--- config.mk ---
export PLATFORM = sky130hd
export DESIGN_NAME = video_timing_gen
export DESIGN_NICKNAME = d
export VERILOG_FILES = /design/src/rtl/video_timing_gen_pkg.sv /design/src/rtl/vtg_wrap_counter.sv /design/src/rtl/video_timing_gen.sv
export SDC_FILE = /design/constraint.sdc
export NUM_CORES = 1
export LEC_CHECK = 0
export BUFFER_PORTS_ARGS = -buffer_cell sky130_fd_sc_hd__buf_2
export CAP_MARGIN = 15
export CORE_AREA = 2 2 70 72
export DETAILED_ROUTE_END_ITERATION = 12
export DIE_AREA = 0 0 72 74
export PLACE_DENSITY = 0.8
export SYNTH_ARGS = -nofsm -noshare
export SYNTH_HDL_FRONTEND = slang
export SYNTH_SLANG_ARGS = --single-unit
--- constraint.sdc ---
create_clock -name i_clk -period 2.4 [get_ports i_clk]
set_input_delay 0.36 -clock i_clk [delete_from_list [all_inputs] [get_ports i_clk]]
set_output_delay 0.36 -clock i_clk [all_outputs]
set_load 0.1 [all_outputs]
--- src/rtl/video_timing_gen_pkg.sv ---
// Shared types and display mode sets for the raster timing generator.
package video_timing_gen_pkg;

   typedef enum logic [1:0] {
      ST_IDLE = 2'd0,
      ST_RUN  = 2'd1,
      ST_STOP = 2'd2
   } vtg_state_e;

   // VGA 640x480@60 (25.175 MHz), negative syncs
   localparam int VGA_HAC    = 640;
   localparam int VGA_HFP    = 16;
   localparam int VGA_HSP    = 96;
   localparam int VGA_HBP    = 48;
   localparam int VGA_VAC    = 480;
   localparam int VGA_VFP    = 10;
   localparam int VGA_VSP    = 2;
   localparam int VGA_VBP    = 33;
   localparam int VGA_HS_POL = 0;
   localparam int VGA_VS_POL = 0;

   // SVGA 800x600@60 (40 MHz), positive syncs
   localparam int SVGA_HAC    = 800;
   localparam int SVGA_HFP    = 40;
   localparam int SVGA_HSP    = 128;
   localparam int SVGA_HBP    = 88;
   localparam int SVGA_VAC    = 600;
   localparam int SVGA_VFP    = 1;
   localparam int SVGA_VSP    = 4;
   localparam int SVGA_VBP    = 23;
   localparam int SVGA_HS_POL = 1;
   localparam int SVGA_VS_POL = 1;

   // 1280x720@60 (74.25 MHz), positive syncs
   localparam int HD720_HAC    = 1280;
   localparam int HD720_HFP    = 110;
   localparam int HD720_HSP    = 40;
   localparam int HD720_HBP    = 220;
   localparam int HD720_VAC    = 720;
   localparam int HD720_VFP    = 5;
   localparam int HD720_VSP    = 5;
   localparam int HD720_VBP    = 20;
   localparam int HD720_HS_POL = 1;
   localparam int HD720_VS_POL = 1;

   // Sync polarity parameters are single-bit levels
   function automatic bit pol_ok(input int p);
      return (p == 0) || (p == 1);
   endfunction

endpackage

--- src/rtl/vtg_wrap_counter.sv ---
// Modulo-N counter with enable; wrap_o flags the enabled step from N-1 back to 0.
module vtg_wrap_counter #(
   parameter int N = 8,
   parameter int W = 3
) (
   input  logic         clk_i,
   input  logic         rstn_i,
   input  logic         en_i,
   output logic [W-1:0] cnt_o,
   output logic         wrap_o
);

   localparam logic [W-1:0] LAST = W'(N - 1);

   logic [W-1:0] cnt_q, cnt_d;

   // Next count and wrap strobe
   always_comb begin
      cnt_d  = cnt_q;
      wrap_o = en_i && (cnt_q == LAST);
      if (en_i) cnt_d = wrap_o ? '0 : cnt_q + 1'b1;
   end

   // Count register
   always_ff @(posedge clk_i or negedge rstn_i) begin
      if (!rstn_i) cnt_q <= '0;
      else         cnt_q <= cnt_d;
   end

   assign cnt_o = cnt_q;

endmodule

--- src/rtl/video_timing_gen.sv ---
// Raster timing generator: run/stop FSM, h/v counters, registered sync/DE decode.
module video_timing_gen
   import video_timing_gen_pkg::*;
#(
   parameter int HAC    = VGA_HAC,
   parameter int HFP    = VGA_HFP,
   parameter int HSP    = VGA_HSP,
   parameter int HBP    = VGA_HBP,
   parameter int VAC    = VGA_VAC,
   parameter int VFP    = VGA_VFP,
   parameter int VSP    = VGA_VSP,
   parameter int VBP    = VGA_VBP,
   parameter int HS_POL = VGA_HS_POL,
   parameter int VS_POL = VGA_VS_POL,
   parameter int XW     = 10,
   parameter int YW     = 10,
   parameter int FW     = 8
) (
   input  logic          i_clk,
   input  logic          i_rstn,
   input  logic          i_en,
   output logic          o_de,
   output logic          o_hs,
   output logic          o_vs,
   output logic [XW-1:0] o_x,
   output logic [YW-1:0] o_y,
   output logic          o_sof,
   output logic          o_eol,
   output logic [FW-1:0] o_frame,
   output logic          o_busy
);

   localparam int   HTOT   = HAC + HFP + HSP + HBP;
   localparam int   VTOT   = VAC + VFP + VSP + VBP;
   localparam logic HS_ACT = HS_POL[0];
   localparam logic VS_ACT = VS_POL[0];

   if (HAC == 0 || HSP == 0 || VAC == 0 || VSP == 0) begin : g_err_zero
      $error("video_timing_gen: HAC, HSP, VAC and VSP must be non-zero");
   end
   if (HTOT > (1 << XW) || VTOT > (1 << YW)) begin : g_err_width
      $error("video_timing_gen: HTOT/VTOT do not fit in XW/YW bits");
   end
   if (!pol_ok(HS_POL) || !pol_ok(VS_POL)) begin : g_err_pol
      $error("video_timing_gen: HS_POL and VS_POL must be 0 or 1");
   end

   vtg_state_e    state_q, state_d;
   logic          run;
   logic [XW-1:0] h;
   logic [YW-1:0] v;
   logic          h_wrap, v_wrap;

   logic          de_q, de_d;
   logic          hs_q, hs_d;
   logic          vs_q, vs_d;
   logic [XW-1:0] x_q, x_d;
   logic [YW-1:0] y_q, y_d;
   logic          sof_q, sof_d;
   logic          eol_q, eol_d;
   logic [FW-1:0] frame_q, frame_d;
   logic          busy_q, busy_d;

   assign run = (state_q != ST_IDLE);

   vtg_wrap_counter #(.N(HTOT), .W(XW)) u_hcnt (
      .clk_i  (i_clk),
      .rstn_i (i_rstn),
      .en_i   (run),
      .cnt_o  (h),
      .wrap_o (h_wrap)
   );

   // v_wrap is therefore the step off the last pixel of the frame
   vtg_wrap_counter #(.N(VTOT), .W(YW)) u_vcnt (
      .clk_i  (i_clk),
      .rstn_i (i_rstn),
      .en_i   (h_wrap),
      .cnt_o  (v),
      .wrap_o (v_wrap)
   );

   // Run/stop control; STOP only drops to IDLE on the frame wrap, so frames are never cut
   always_comb begin
      state_d = state_q;
      case (state_q)
         ST_IDLE: if (i_en) state_d = ST_RUN;
         ST_RUN:  if (!i_en) state_d = ST_STOP;
         ST_STOP: begin
            if (i_en)        state_d = ST_RUN;
            else if (v_wrap) state_d = ST_IDLE;
         end
         default: state_d = ST_IDLE;
      endcase
   end

   // State register
   always_ff @(posedge i_clk or negedge i_rstn) begin
      if (!i_rstn) state_q <= ST_IDLE;
      else         state_q <= state_d;
   end

   // Decode of the current (h,v); idle forces inactive levels but keeps the frame count
   always_comb begin
      de_d    = 1'b0;
      hs_d    = ~HS_ACT;
      vs_d    = ~VS_ACT;
      x_d     = '0;
      y_d     = '0;
      sof_d   = 1'b0;
      eol_d   = 1'b0;
      busy_d  = run;
      frame_d = v_wrap ? frame_q + 1'b1 : frame_q;
      if (run) begin
         de_d  = (int'(h) < HAC) && (int'(v) < VAC);
         hs_d  = ((int'(h) >= HAC + HFP) && (int'(h) < HAC + HFP + HSP)) ? HS_ACT : ~HS_ACT;
         vs_d  = ((int'(v) >= VAC + VFP) && (int'(v) < VAC + VFP + VSP)) ? VS_ACT : ~VS_ACT;
         x_d   = de_d ? h : '0;
         y_d   = de_d ? v : '0;
         sof_d = de_d && (h == '0) && (v == '0);
         eol_d = de_d && (int'(h) == HAC - 1);
      end
   end

   // Output registers
   always_ff @(posedge i_clk or negedge i_rstn) begin
      if (!i_rstn) begin
         de_q    <= 1'b0;
         hs_q    <= ~HS_ACT;
         vs_q    <= ~VS_ACT;
         x_q     <= '0;
         y_q     <= '0;
         sof_q   <= 1'b0;
         eol_q   <= 1'b0;
         frame_q <= '0;
         busy_q  <= 1'b0;
      end else begin
         de_q    <= de_d;
         hs_q    <= hs_d;
         vs_q    <= vs_d;
         x_q     <= x_d;
         y_q     <= y_d;
         sof_q   <= sof_d;
         eol_q   <= eol_d;
         frame_q <= frame_d;
         busy_q  <= busy_d;
      end
   end

   assign o_de    = de_q;
   assign o_hs    = hs_q;
   assign o_vs    = vs_q;
   assign o_x     = x_q;
   assign o_y     = y_q;
   assign o_sof   = sof_q;
   assign o_eol   = eol_q;
   assign o_frame = frame_q;
   assign o_busy  = busy_q;

endmodule
Word level (Yosys, flattened, before mapping)
Cells that the tools add are included.
- add/sub/neg operators: 3
- $lt $le $gt $ge: 6
- equal/unequal tests: 8
- multiplexer cells: 18
- reduce and logical (&&, ||, !) cells: 13
- operators with widths (operator ; count):
    $mux W10 ; 6
    $eq A10 B10 Y1 const B ; 3
    $add A10 B1 Y10 const B ; 2
    $logic_not A10 Y1 ; 2
    $lt A10 B10 Y1 const B ; 2
    $lt A10 B9 Y1 const B ; 2
    $ge A10 B10 Y1 const B ; 1
    $ge A10 B9 Y1 const B ; 1
    $add A8 B1 Y8 const B ; 1
    $logic_and A1 B1 Y1 ; 8
    $mux W2 ; 4
    $mux W1 ; 7
    $pmux W2 S3 ; 1
    $ne A2 B2 Y1 const B ; 2
    $ne A3 B3 Y1 const B ; 1
    $reduce_and A3 Y1 ; 1
    $eq A2 B1 Y1 const B ; 1
    $eq A2 B2 Y1 const B ; 1
    $logic_not A2 Y1 ; 1
    $reduce_bool A2 Y1 ; 1
- register bits: 56
- bits of input ports: 3
- output and inout bits: 34
- logic and storage cells: 60

Logic depth before layout (Yosys ltp)
- word-level depth: 6
- depth in mapped cells: 7
- mapped depth without buffers: 6

Cells and area by module
From an unflattened synthesis, not the netlist that was laid out.
- cell total of the unflattened synthesis: 202
- area total of the unflattened synthesis: 2432.3 µm²
- modules (own cells, without submodules) (module ; times used ; cells an instance ; area an instance (µm²) ; seq. area each (µm²)):
    video_timing_gen ; 1 ; 103 ; 1361.3 ; 903.4
    vtg_wrap_counter at u_vcnt ; 1 ; 52 ; 544.3 ; 250.2
    vtg_wrap_counter at u_hcnt ; 1 ; 47 ; 526.8 ; 250.2

Worst setup path after synthesis
No wires, ideal clock.
- path type: reg2reg
- start: register u_hcnt.cnt_q[0] (netlist: u_hcnt.cnt_o[0])
- end: register u_vcnt.cnt_q[9] (netlist: u_vcnt.cnt_o[9])
- setup time: 0.083 ns
- arrival: 1.876 ns
- data required time: 2.317 ns
- slack: 0.442 ns
- cell stages (with the launch flop): 6
- buffers on the path: 0
- period minus slack after synthesis: 1.958 ns
- cells stage by stage: dfrtp_1 -> ha_1 -> o2111ai_4 -> or4_4 -> or4_1 -> o21ai_0
- cells in the longest elaborated chain, start to end: 4
- RTL lines (item ; line ; text):
    start, declared ; vtg_wrap_counter.sv:15 ; logic [W-1:0] cnt_q, cnt_d;
    start signal, assigned ; vtg_wrap_counter.sv:27 ; else cnt_q <= cnt_d;
    $eq A10 B10 Y1 * ; vtg_wrap_counter.sv:20 ; wrap_o = en_i && (cnt_q == LAST);
    $logic_and A1 B1 Y1 * ; vtg_wrap_counter.sv:20 ;
    $logic_and A1 B1 Y1 ; vtg_wrap_counter.sv:20 ;
    $mux W10 ; vtg_wrap_counter.sv:21 ; if (en_i) cnt_d = wrap_o ? '0 : cnt_q + 1'b1;
    end signal, assigned ; vtg_wrap_counter.sv:27 ;
    end, declared ; vtg_wrap_counter.sv:15 ;
Mark *: on every way between the ends. The rest lies on a longest branch, timed or not.
A chain may end at the register's enable or synchronous reset.

Worst setup path after layout
Ends and elaborated chain as after synthesis.

==> summary.md <==
| Metric | Value |
|---|---|
| Core area | 4600 um2 |
| CTS root buf | clkbuf_8 |
| Critical path endpoint category | flop |
| Worst Setup Path Type | reg -> reg |
| Die H | 74 um |
| P&R area growth vs syn | 13.3% |
| WP data required | 2.64 ns |
| Post-Syn Instances | 214 |
| Sum Neg Setup Slack | 0 ns |
| GP Congestion | 0.795 |
| I/O Buffers | 36 |
| Via Count | 1699 |
| Fillers | 404 |
| Final setup viols | 0 |
| Post-route ant nets | 0 |
| Slew HR | 0.604 |
| Clock power frac | 0.260 |
| Clock latency at the later pin of the worst-skew pair | 0.31 ns |
| Final non-filler cell total | 308 |
| Placed inst area | 2660 um2 |
| Min Clock Period, post-route | 2.09 ns |
| Initial antenna violation count | 0 |
| FF+latch count, synth | 56 |
| Worst clock skew | 0.00875 ns |
| Post_cts resized | 0 |
| Fin util | 0.602 |
| VDD IR max | 0.487 mV |
| Cts hold-fix bufs | 0 |
| Critical path's slowest cell | or4_4 |
| Final WS setup | 0.307 ns |
| Vias in the first global route | 1705 |
| Global route overflow | 0 |
| Sequential area share after synthesis | 0.575 |
| DR iter-0 viols | 123 |
| DRT Wirelength | 4380 um |
| Max incr delay on CP | 0.60 ns |
| YS warnings | 0 |
| Reg-to-Reg Start | u_hcnt.cnt_o[0] |
| Average cell area after synthesis | 11.4 um2 |
| WL/cell | 14.2 um |
| Logic gate share of total power | 0.241 |
| CTS tree | done |
| Placed Cells | 300 |
| Global Route met3 Usage | 0.0407 |
| N_diodes | 0 |
| Synth top area share | 0.553 |
| Min-Delay Path Class | in -> async |
| Synth area leaders | dfrtp_1 55%, xor2_1 4.7%, and2_1 4.6%, nand3_1 3.3%, ha_1 2.6% |
| Post-synth cell types | 44 |
| Die area | 5330 um2 |
| CTS Buffer Depth | 2 |
| Row cnt | 25 |
| Drt drc | 0 |
| Count leader, synth | dfrtp_1 |
| Internal power | 1.47 mW |
| Adder-Cell Fraction of Synth Area | 0.0256 |
| Number of flops mapped to enable cells by yosys | 0 |
| First-pass GRT wire length | 7760 um |
| Met2 Usage GRT | 0.318 |
| Io pins | 37 |
| Largest family of logic cells by synthesized area | simple AND/OR/NAND/NOR gates |
| Synth Net Count | 222 |
| Final Hold Viols | 0 |
| Global routing usage on met1 | 0.242 |
| Die width | 72 um |
| Tcrit/Tclk final | 0.872 |
| Worst R2R End | u_vcnt.cnt_o[9] |
| Fin area | 2770 um2 |
| F_max | 0.478 GHz |
| Worst-margin pin slew | 0.593 ns |
| Main synth FF type | dfrtp_1 |
| Final #Nets | 261 |
| TritonCTS Sinks | 56 |
| Worst EP arrival | 2.33 ns |
| H-tree depth | 2 |
| CP cell instances | ha_1 -> o2111ai_4 -> or4_4 -> or4_1 -> o21ai_0 |
| Crit path max fanout | 6 |
| Total power | 2.29 mW |
| Pre-CTS setup slack | 0.310 ns |
| RSZ-0062 raised after global routing | no |
| Slew Limit Fails | 0 |
| Top cells by count, synth | 54 x dfrtp_1, 18 x and2_1, 16 x nand3_1 |
| Hold Worst Slack | 0.0445 ns |
| Layout cell share with drive strength beyond 1 | 0.228 |
| Post-synthesis mux area share | 0.00461 |
| Synth Area in Compound Gates | 0.0507 |
| Reg-to-reg slack, setup | 0.31 ns |
| Crit start category | flop |
| P_sw | 0.822 mW |
| GRT Total Usage | 0.188 |
| Worst-path clk slew | 0.10 ns |
| Initial Utilization | 0.531 |
| Via-per-instance ratio | 5.52 |
| Leak | 1.42 nW |
| Simple-Gate Fraction of Synth Area | 0.233 |
| Synth area leader | dfrtp_1 |
| Drt pass-1 iters | 5 |
| Most Used Layer, Global Route | met2 |
| Largest net degree at the start of global routing | 27 |
| Part of the power in registers | 0.499 |
| XOR/XNOR Fraction of Synth Area | 0.0717 |
| Switch share | 0.358 |
| Outcome | finished clean |
| Worst reg-to-reg path cell count | 5 |
| Ys async rst share | 1.00 |
| Cell Area, Synth | 2440 um2 |
| # Post-CTS Setup Buffers | 0 |
| Pwr dens | 829 nW/um2 |
| Clock buffer count from CTS | 5 |
| Max_cap viols | 0 |
| Post-DP HPWL | 3130 um |
-- power by group through the flow --
stage               clock [mW]  sequential (mW)  combinational (mW)
global route             0.648             1.16               0.593
floorplan                    0             1.39               0.227
finish                   0.597             1.14               0.553
detailed placement           0             1.16               0.556
CTS                      0.619             1.15               0.558
global placement             0             1.16               0.554
-- how the worst max path moves through the flow --
stage / startpoint / end / slack [ns]
floorplan: u_hcnt.cnt_o[0] / u_vcnt.cnt_o[9] / 0.44
global placement: u_hcnt.cnt_o[0] / u_vcnt.cnt_o[9] / 0.39
detailed placement: u_hcnt.cnt_o[0] / u_vcnt.cnt_o[9] / 0.31
CTS: u_hcnt.cnt_o[0] / u_vcnt.cnt_o[9] / 0.30
global route: u_hcnt.cnt_o[0] / u_vcnt.cnt_o[9] / 0.14
finish: u_hcnt.cnt_o[0] / u_vcnt.cnt_o[9] / 0.31
-- logic make-up (layout without fill, tap and decap cells) --
kind of cell / after synthesis / count (layout)
and+or+nand+nor: 98 / 98
muxes: 1 / 1
AOI/OAI and AO/OA: 17 / 17
xor gates and xnor gates: 20 / 20
adders and majority gates: 5 / 5
DFF: 56 / 56
other: 1 / 1
buffers and inverters: 16 / 56
-- area by class of cell --
type | instances | area [um2] | area share
Tap cell | 54 | 67.6 | 0.0244
Timing Repair Buffer | 40 | 210 | 0.0759
Clock inverter | 3 | 42.5 | 0.0154
Clock buffer | 5 | 68.8 | 0.0249
Sequential cell | 56 | 1400 | 0.507
Multi-Input combinational cell | 142 | 945 | 0.341
Inverter | 8 | 30.0 | 0.0108
-- routing by layer --
layer / vias up / routed length, um
li1: 808 / -
met1: 829 / 1980
met2: 56 / 2110
met3: 6 / 219
met4: 0 / 66
met5: - / 0
-- cell usage in the layout, fill, tap and decap left out, types with 8 or more instances in the layout --
cell type  instances
inv_1              8
dfrtp_1           54
o21ai_0            9
nor2_1            11
nand2_1           11
xor2_1            13
nand3_1           16
and2_1            18
buf_2             36
-- state kept, by name (all words and copies together), names as in the netlist, 2 cells and up --
register / flops
o_frame: 8
o_x: 10
o_y: 10
state_q: 2
u_hcnt.cnt_o: 10
u_vcnt.cnt_o: 10
-- critical path: cells and delay by family (launching register included) --
family | cells | cell delay, ns
compound gates | 2 | 0.25
fa+ha+maj | 1 | 0.28
flops | 1 | 0.42
simple gates | 2 | 1.07
Power figures use the tool's default switching activity.
